[config.mk]
export PLATFORM = sky130hd
export DESIGN_NAME = shift_decode_stage
export DESIGN_NICKNAME = d
export VERILOG_FILES = /design/src/rtl/shift_decode_stage.sv
export SDC_FILE = /design/constraint.sdc
export NUM_CORES = 1
export LEC_CHECK = 0
export ABC_AREA = 1
export CAP_MARGIN = 10
export CORE_UTILIZATION = 36
export CTS_BUF_LIST = sky130_fd_sc_hd__clkbuf_8
export DETAILED_ROUTE_END_ITERATION = 16
export GPL_TIMING_DRIVEN = 1
export PLACE_DENSITY = 0.62
export SETUP_SLACK_MARGIN = 0.02
export SLEW_MARGIN = 10
export SYNTH_ARGS = -nofsm -noshare
export SYNTH_HDL_FRONTEND = slang
export SYNTH_SLANG_ARGS = --single-unit
[constraint.sdc]
create_clock -name clk -period 1.7 [get_ports clk]
set_input_delay 0.34 -clock clk [delete_from_list [all_inputs] [get_ports clk]]
set_output_delay 0.34 -clock clk [all_outputs]
set_load 0.005 [all_outputs]
[src/rtl/shift_decode_stage.sv]
// Decode/issue stage for MIPS R-type shifts into the shift/rotate unit.
// Define SHIFT_DECODE_ROTATE_EN to decode ROTR/ROTRV/ROTL/ROTLV.
module shift_decode_stage #(
  parameter int ILL_CNT_W = 8
) (
  input  logic                 clk,
  input  logic                 rst_n,
  input  logic [31:0]          inst,
  input  logic [31:0]          rsVal,
  input  logic [31:0]          rtVal,
  input  logic                 inValid,
  output logic                 inReady,
  output logic [31:0]          aShiftRotate,
  output logic [4:0]           bShiftRotate,
  output logic [2:0]           opcodeShiftRotate,
  output logic [4:0]           rdOut,
  output logic                 outValid,
  input  logic                 outReady,
  output logic                 illegal,
  output logic [ILL_CNT_W-1:0] illegalCount
);

  localparam logic [2:0] OP_ROL = 3'b000;
  localparam logic [2:0] OP_ROR = 3'b001;
  localparam logic [2:0] OP_SLL = 3'b010;
  localparam logic [2:0] OP_SRL = 3'b011;
  localparam logic [2:0] OP_SRA = 3'b111;

  typedef struct packed {
    logic [31:0] a;
    logic [4:0]  b;
    logic [2:0]  op;
    logic [4:0]  rd;
  } sd_t;

  localparam sd_t SD_RST = '{
    a:  32'd0,
    b:  5'd0,
    op: OP_SLL,
    rd: 5'd0
  };

  logic [5:0] funct;
  logic [4:0] rsf;
  logic [4:0] sh;
  logic       top_ok;
  logic       rs_z;
  logic       sh_z;
  logic       f_sll;
  logic       f_srl;
  logic       f_sra;
  logic       f_sllv;
  logic       f_srlv;
  logic       f_srav;
`ifdef SHIFT_DECODE_ROTATE_EN
  logic       rs_one;
  logic       sh_one;
  logic       f_rotl;
  logic       f_rotlv;
`endif

  logic       dec_legal;
  logic [2:0] dec_op;
  logic [4:0] dec_b;
  sd_t        dec;

  sd_t        out_q;
  sd_t        out_n;
  logic       out_v;
  logic       out_v_n;
  sd_t        skid_q;
  sd_t        skid_n;
  logic       skid_v;
  logic       skid_v_n;
  logic       rdy_q;

  logic       accept;
  logic       acc_ok;
  logic       acc_bad;
  logic       drain;

  logic       ill_q;
  logic [ILL_CNT_W-1:0] cnt_q;

  logic       unused_bits;

  assign funct  = inst[5:0];
  assign rsf    = inst[25:21];
  assign sh     = inst[10:6];
  assign top_ok = (inst[31:26] == 6'd0);
  assign rs_z   = (rsf == 5'd0);
  assign sh_z   = (sh == 5'd0);

  assign f_sll  = (funct == 6'b000000);
  assign f_srl  = (funct == 6'b000010);
  assign f_sra  = (funct == 6'b000011);
  assign f_sllv = (funct == 6'b000100);
  assign f_srlv = (funct == 6'b000110);
  assign f_srav = (funct == 6'b000111);
`ifdef SHIFT_DECODE_ROTATE_EN
  assign rs_one  = (rsf == 5'd1);
  assign sh_one  = (sh == 5'd1);
  assign f_rotl  = (funct == 6'b000001);
  assign f_rotlv = (funct == 6'b000101);
`endif

  assign unused_bits = ^{inst[20:16], rsVal[31:5]};

  // Field decode: opcode, amount source and legality of the offered word.
  always_comb begin
    dec_legal = 1'b0;
    dec_op    = OP_SLL;
    dec_b     = sh;
    unique case (1'b1)
      f_sll: begin
        dec_legal = rs_z;
        dec_op    = OP_SLL;
      end
      f_srl: begin
        if (rs_z) begin
          dec_legal = 1'b1;
          dec_op    = OP_SRL;
        end
`ifdef SHIFT_DECODE_ROTATE_EN
        else if (rs_one) begin
          dec_legal = 1'b1;
          dec_op    = OP_ROR;
        end
`endif
      end
      f_sra: begin
        dec_legal = rs_z;
        dec_op    = OP_SRA;
      end
      f_sllv: begin
        dec_legal = sh_z;
        dec_op    = OP_SLL;
        dec_b     = rsVal[4:0];
      end
      f_srlv: begin
        dec_b = rsVal[4:0];
        if (sh_z) begin
          dec_legal = 1'b1;
          dec_op    = OP_SRL;
        end
`ifdef SHIFT_DECODE_ROTATE_EN
        else if (sh_one) begin
          dec_legal = 1'b1;
          dec_op    = OP_ROR;
        end
`endif
      end
      f_srav: begin
        dec_legal = sh_z;
        dec_op    = OP_SRA;
        dec_b     = rsVal[4:0];
      end
`ifdef SHIFT_DECODE_ROTATE_EN
      f_rotl: begin
        dec_legal = rs_z;
        dec_op    = OP_ROL;
      end
      f_rotlv: begin
        dec_legal = sh_z;
        dec_op    = OP_ROL;
        dec_b     = rsVal[4:0];
      end
`endif
      default: begin
        dec_legal = 1'b0;
      end
    endcase
    if (!top_ok) begin
      dec_legal = 1'b0;
    end
  end

  assign dec = '{
    a:  rtVal,
    b:  dec_b,
    op: dec_op,
    rd: inst[15:11]
  };

  assign accept  = inValid && rdy_q;
  assign acc_ok  = accept && dec_legal;
  assign acc_bad = accept && !dec_legal;
  assign drain   = out_v && outReady;

  // Two-entry buffer steering; skid is only written while output is held.
  always_comb begin
    out_n    = out_q;
    out_v_n  = out_v;
    skid_n   = skid_q;
    skid_v_n = skid_v;
    if (drain) begin
      if (skid_v) begin
        out_n    = skid_q;
        out_v_n  = 1'b1;
        skid_v_n = 1'b0;
      end else if (acc_ok) begin
        out_n   = dec;
        out_v_n = 1'b1;
      end else begin
        out_v_n = 1'b0;
      end
    end else if (!out_v) begin
      if (acc_ok) begin
        out_n   = dec;
        out_v_n = 1'b1;
      end
    end else if (acc_ok) begin
      skid_n   = dec;
      skid_v_n = 1'b1;
    end
  end

  // Buffer state and registered ready (ready = skid will be empty).
  always_ff @(posedge clk or negedge rst_n) begin
    if (!rst_n) begin
      out_q  <= SD_RST;
      out_v  <= 1'b0;
      skid_q <= SD_RST;
      skid_v <= 1'b0;
      rdy_q  <= 1'b1;
    end else begin
      out_q  <= out_n;
      out_v  <= out_v_n;
      skid_q <= skid_n;
      skid_v <= skid_v_n;
      rdy_q  <= !skid_v_n;
    end
  end

  // Illegal pulse and saturating counter.
  always_ff @(posedge clk or negedge rst_n) begin
    if (!rst_n) begin
      ill_q <= 1'b0;
      cnt_q <= '0;
    end else begin
      ill_q <= acc_bad;
      if (acc_bad && (cnt_q != '1)) begin
        cnt_q <= cnt_q + 1'b1;
      end
    end
  end

  assign inReady           = rdy_q;
  assign outValid          = out_v;
  assign aShiftRotate      = out_q.a;
  assign bShiftRotate      = out_q.b;
  assign opcodeShiftRotate = out_q.op;
  assign rdOut             = out_q.rd;
  assign illegal           = ill_q;
  assign illegalCount      = cnt_q;

endmodule

Word-level counts from Yosys, hierarchy flattened
Cells that the tools add are included.
- register bits after elaboration: 102
- bits in latches: 0
- bits in writable memories: 0
- ROM bits: 0
- input port bits: 100
- memories: 0
- add/sub/neg operators: 1
- multiply operators: 0
- div/mod/pow operators: 0
- order comparisons: 0
- equal/unequal tests: 7
- shift-type cells: 0
- multiplexer cells: 19
- bitwise gates (word level): 1
- reduce and logical (&&, ||, !) cells: 16
- operators with widths (cell ; number):
    $mux 45 ; 4
    $eq 6x3->1 const B ; 3
    $eq 6x2->1 const B ; 2
    $logic_not 6->1 ; 2
    $mux 1 ; 12
    $logic_not 5->1 ; 2
    $pmux 3 s3 ; 1
    $add 8x1->8 const B ; 1
    $ne 8x8->1 const B ; 1
    $reduce_or 2->1 ; 3
    $logic_and 1x1->1 ; 5
    $mux 5 ; 1
    $pmux 1 s4 ; 1
    $reduce_and 3->1 ; 1
    $reduce_or 3->1 ; 1
    $logic_not 1->1 ; 2
    $ne 2x1->1 const B ; 1
    $not 1->1 ; 1

Longest topological paths before layout
- word-level depth: 9
- depth in mapped cells: 12

Worst setup path after synthesis
OpenSTA, ideal clock, no wires.
- path kind: input to register
- start point: input port inst[27]
- end point: register out_q (netlist bit aShiftRotate[27])
- arrival time: 1.367 ns
- data required time: 1.584 ns
- path slack: 0.217 ns
- stages on the path: 10
- path through: nor2_1 > nand3_1 > nor2_4 > nand3_4 > buf_4 > buf_6 > nand2_1 > nand3_1 > nand2_1 > nand2_1
- cells in the longest elaborated chain, start to end: 6
- ends and longest elaborated chain (item ; RTL line ; text):
    start: declaration ; 8 ; input logic [31:0] inst,
    $logic_not 6->1 * ; 90 ; assign top_ok = (inst[31:26] == 6'd0);
    $mux 1 * ; 173 ; if (!top_ok) begin
    $logic_and 1x1->1 * ; 186 ; assign acc_ok = accept && dec_legal;
    $mux 45 * ; - ;
    $mux 45, on equally long branches ; - ;
    $mux 45 * ; - ;
    end signal: assignment ; 227 ; out_q <= out_n;
    end: declaration ; 67 ; sd_t out_q;
Every way passes the cells marked *; elsewhere a longest branch is shown, timed or not. The select of a mux whose other input is x is not followed.
A chain may end at the register's enable or synchronous reset.

Worst setup path after layout
- start point: register out_q (netlist bit aShiftRotate[15])
- end point: output port aShiftRotate[15]
- RTL lines (item ; RTL line ; text):
    end: declaration ; 13 ; output logic [31:0] aShiftRotate,
No word-level cell between the ends.

==> qor.yml <==
rsz0062_at_grt: "yes"
antenna_found_initial: 0
slew-limit-headroom_pct: 73.75
start_util_pct: 36.94
synth-async-reset-ratio_pct: 100.0
die_w_um: 121.6
pre_cts_ws_ps: -315.6
synth-xor-area-share_pct: 0.8508
hold_class: "in2async"
final_cell_area_sq_um: 7442
cts_buffer_depth: 2
synth_mux_area_share_pct: 0
cts-root-buf: "clkbuf_8"
yosys_warnings: 0
synth_top_family_by_area: "simple AND/OR/NAND/NOR gates"
dieArea_sq_um: 14780
synthAdderAreaFrac_pct: 0.2431
synth_cells: 667
post_route_cells_drive_above_1_share_pct: 17.53
outcome: "finished clean"
setup_viol: 0
n_antenna_cell: 0
grt_max_degree: 49
postRouteWirelength_mm: 13.73
synth_cell_type_count: 31
cp.depth: 1
cp.required_ps: 1360
cp_cell_sequence: "clkdlybuf4s50_1"
finalPower_uw: 4174
synth_compound_area_share_pct: 14.51
setup_ws_ps: 69.23
r2r_cells: 7
cts_tree: "yes"
grt_pass1_vias: 4838
synthesis.nets: 768
areaGrowthSynthToFinish_pct: 44.58
die_h_um: 121.6
worst_pin_slew_ps: 393.8
crit_buf_inv: 1
critPathTopFamily: "buffers and inverters"
end_kind: "output pin"
critPathMaxFanout: 3
dp_hpwl_mm: 9.558
arrival_ps: 1290
yosysTopAreaCell: "dfrtp_1"
syn_area_sq_um: 5147
layout_min_cycle_time_ps: 1631
path_class: "reg2out"
synthTopCellsByArea: "dfrtp_1, nand2_1, o21ai_1"
htreeDepth: 3
grt_overflow: 0
layout.nets: 947
max-cap-violations: 0
routedWlPerCell_um: 13.33
yosys.area_share.simple_pct: 27.05
final_util_pct: 53.41
numCtsBuffers: 9
vias_per_cell: 4.798
hold_viol_final: 0
grt_pass1_wl_mm: 22.29
synth.top_cell.area_share_pct: 48.13
ys_ff_latch: 101
grt_usage_pct: 19.31
drtPass1Iterations: 4
avgSynthCellArea_sq_um: 7.717
peakVddDrop_mv: 0.3117
dpl-instance-area_sq_um: 6924
portBuffers: 123
crit_path_max_incr_delay_ps: 530
synth_edf_count: 0
dr.first_iter.drc_count: 266
cpMaxStageDelayCell: "clkdlybuf4s50_1"
p_leak_uw: 0.003850
dominantRegCellSynth: "dfrtp_1"
min_period_over_period_pct: 95.93
ios: 156
powerDensity_nw_per_um2: 560.9
numClockSinks: 101
clk_latency_ps: 380
rows: 43
via_count: 4942
ant_nets: 0
place.gp.congestion: 0.8068
drv_slew: 0
core_area_sq_um: 13930
yosysSeqAreaShare_pct: 49.15
fmax_mhz: 613.2
drc: 0
skew_ps: 11.50
cp-start-kind: "register"
clkTransAtPathRegs_ps: 90
-- worst reg2reg max path: cells and delay by family (launching register included) --
kind | cells | cell delay, ps
buf+inv | 2 | 330
flops | 1 | 390
compound gates | 2 | 260
simple gates | 3 | 480
-- per-layer routing --
metal / wire (um) / GRT usage [%] / share of wire, % / vias up
met5: 0 / 0 / 0 / -
li1: - / - / - / 2489
met1: 6133 / 24.20 / 45 / 2315
met4: 163 / 5.864 / 1.2 / 0
met2: 6712 / 32.67 / 49 / 123
met3: 719 / 4.869 / 5.2 / 15
-- kinds of logic (layout without fill, tap and decap cells) --
group | after synthesis | count (layout)
DFF | 101 | 101
buffers and inverters | 95 | 278
AOI/OAI and AO/OA | 148 | 148
and+or+nand+nor | 317 | 317
xor gates and xnor gates | 5 | 5
adders and majority gates | 1 | 1
-- state kept, by name (all words and copies together) (netlist names), 3 cells and up --
register,cells
aShiftRotate,32
bShiftRotate,5
illegalCount,8
opcodeShiftRotate,3
rdOut,5
skid_q,44
-- cell usage in the layout (no fill, tap or decap), types with 3 or more instances in the layout --
cell             Yosys  layout
nand4_1             10      10
nor2_4               2       5
inv_1               56      55
a21oi_1             37      36
nand3b_1             5       5
inv_2                3       4
xnor2_1              3       3
or2_2               31      31
nor2_1              79      77
clkdlybuf4s50_1      0     102
o21ai_1             73      74
buf_12               0      10
clkbuf_8             0      11
dlygate4sd2_1        0       3
nand2_1            161     161
dfrtp_1             99      98
buf_4                8      67
dlymetal6s2s_1       0      17
o21ai_0             36      35
nand3_1             21      20
-- stage by stage --
step | instances | hold WS, ps | setup TNS [ps]
floorplan | 667 | 44.41 | 0
global placement | 986 | 285.3 | -20220
detailed placement | 986 | 290.3 | -23840
CTS | 1011 | 413.4 | 0
global route | 1030 | 431.1 | 0
finish | 1030 | 419.9 | 0
-- cell usage after synthesis (3+ instances only) --
| cell | count |
|---|---|
| nand3b_1 | 5 |
| clkbuf_1 | 14 |
| dfrtp_1 | 99 |
| a21oi_1 | 37 |
| o21ai_1 | 73 |
| nor2_2 | 3 |
| buf_2 | 8 |
| or2_2 | 31 |
| nand2_1 | 161 |
| xnor2_1 | 3 |
| nand3_1 | 21 |
| nor2_1 | 79 |
| inv_1 | 56 |
| nand4_1 | 10 |
| buf_4 | 8 |
| buf_6 | 3 |
| o21ai_0 | 36 |
| inv_2 | 3 |
-- where the power goes --
group          switching, uW  internal (uW)
combinational            132            202
sequential                 0           2400
clock                    839            600
total                    971           3200
-- layout make-up --
class / instances / area, sq um
sequential: 101 / 2531
multi-input combinational: 471 / 2247
clock inverter: 4 / 25.02
timing repair buffer: 202 / 2023
clock buffer: 11 / 151.4
tap: 180 / 225.2
fill: 1304 / 6492
inverter: 61 / 239.0
-- what timing repair did --
item                                    in CTS  in global routing
buffers inserted                             9                 17
pin swaps                                    0                  2
gates resized for setup                      4                 31
endpoints found under the hold margin       24                  0
endpoints found under the setup margin      10                 81
hold buffers                                 1                  0
gates cloned                                 0                  2
-- worst paths after layout --
path                            slack [ps]                         start                           to
worst max-delay path                    70  aShiftRotate[15]$_DFFE_PN0P_             aShiftRotate[15]
worst min-delay path                   420                         rst_n  aShiftRotate[7]$_DFFE_PN0P_
worst max register to register         110            outValid$_DFF_PN0_  aShiftRotate[2]$_DFFE_PN0P_
worst min register to register         490        skid_q[12]$_DFFE_PN0P_       skid_q[12]$_DFFE_PN0P_
max in group asynchronous              670                         rst_n            inReady$_DFF_PN1_
min in group clk                       490        skid_q[12]$_DFFE_PN0P_       skid_q[12]$_DFFE_PN0P_
Power figures use the tool's default switching activity.
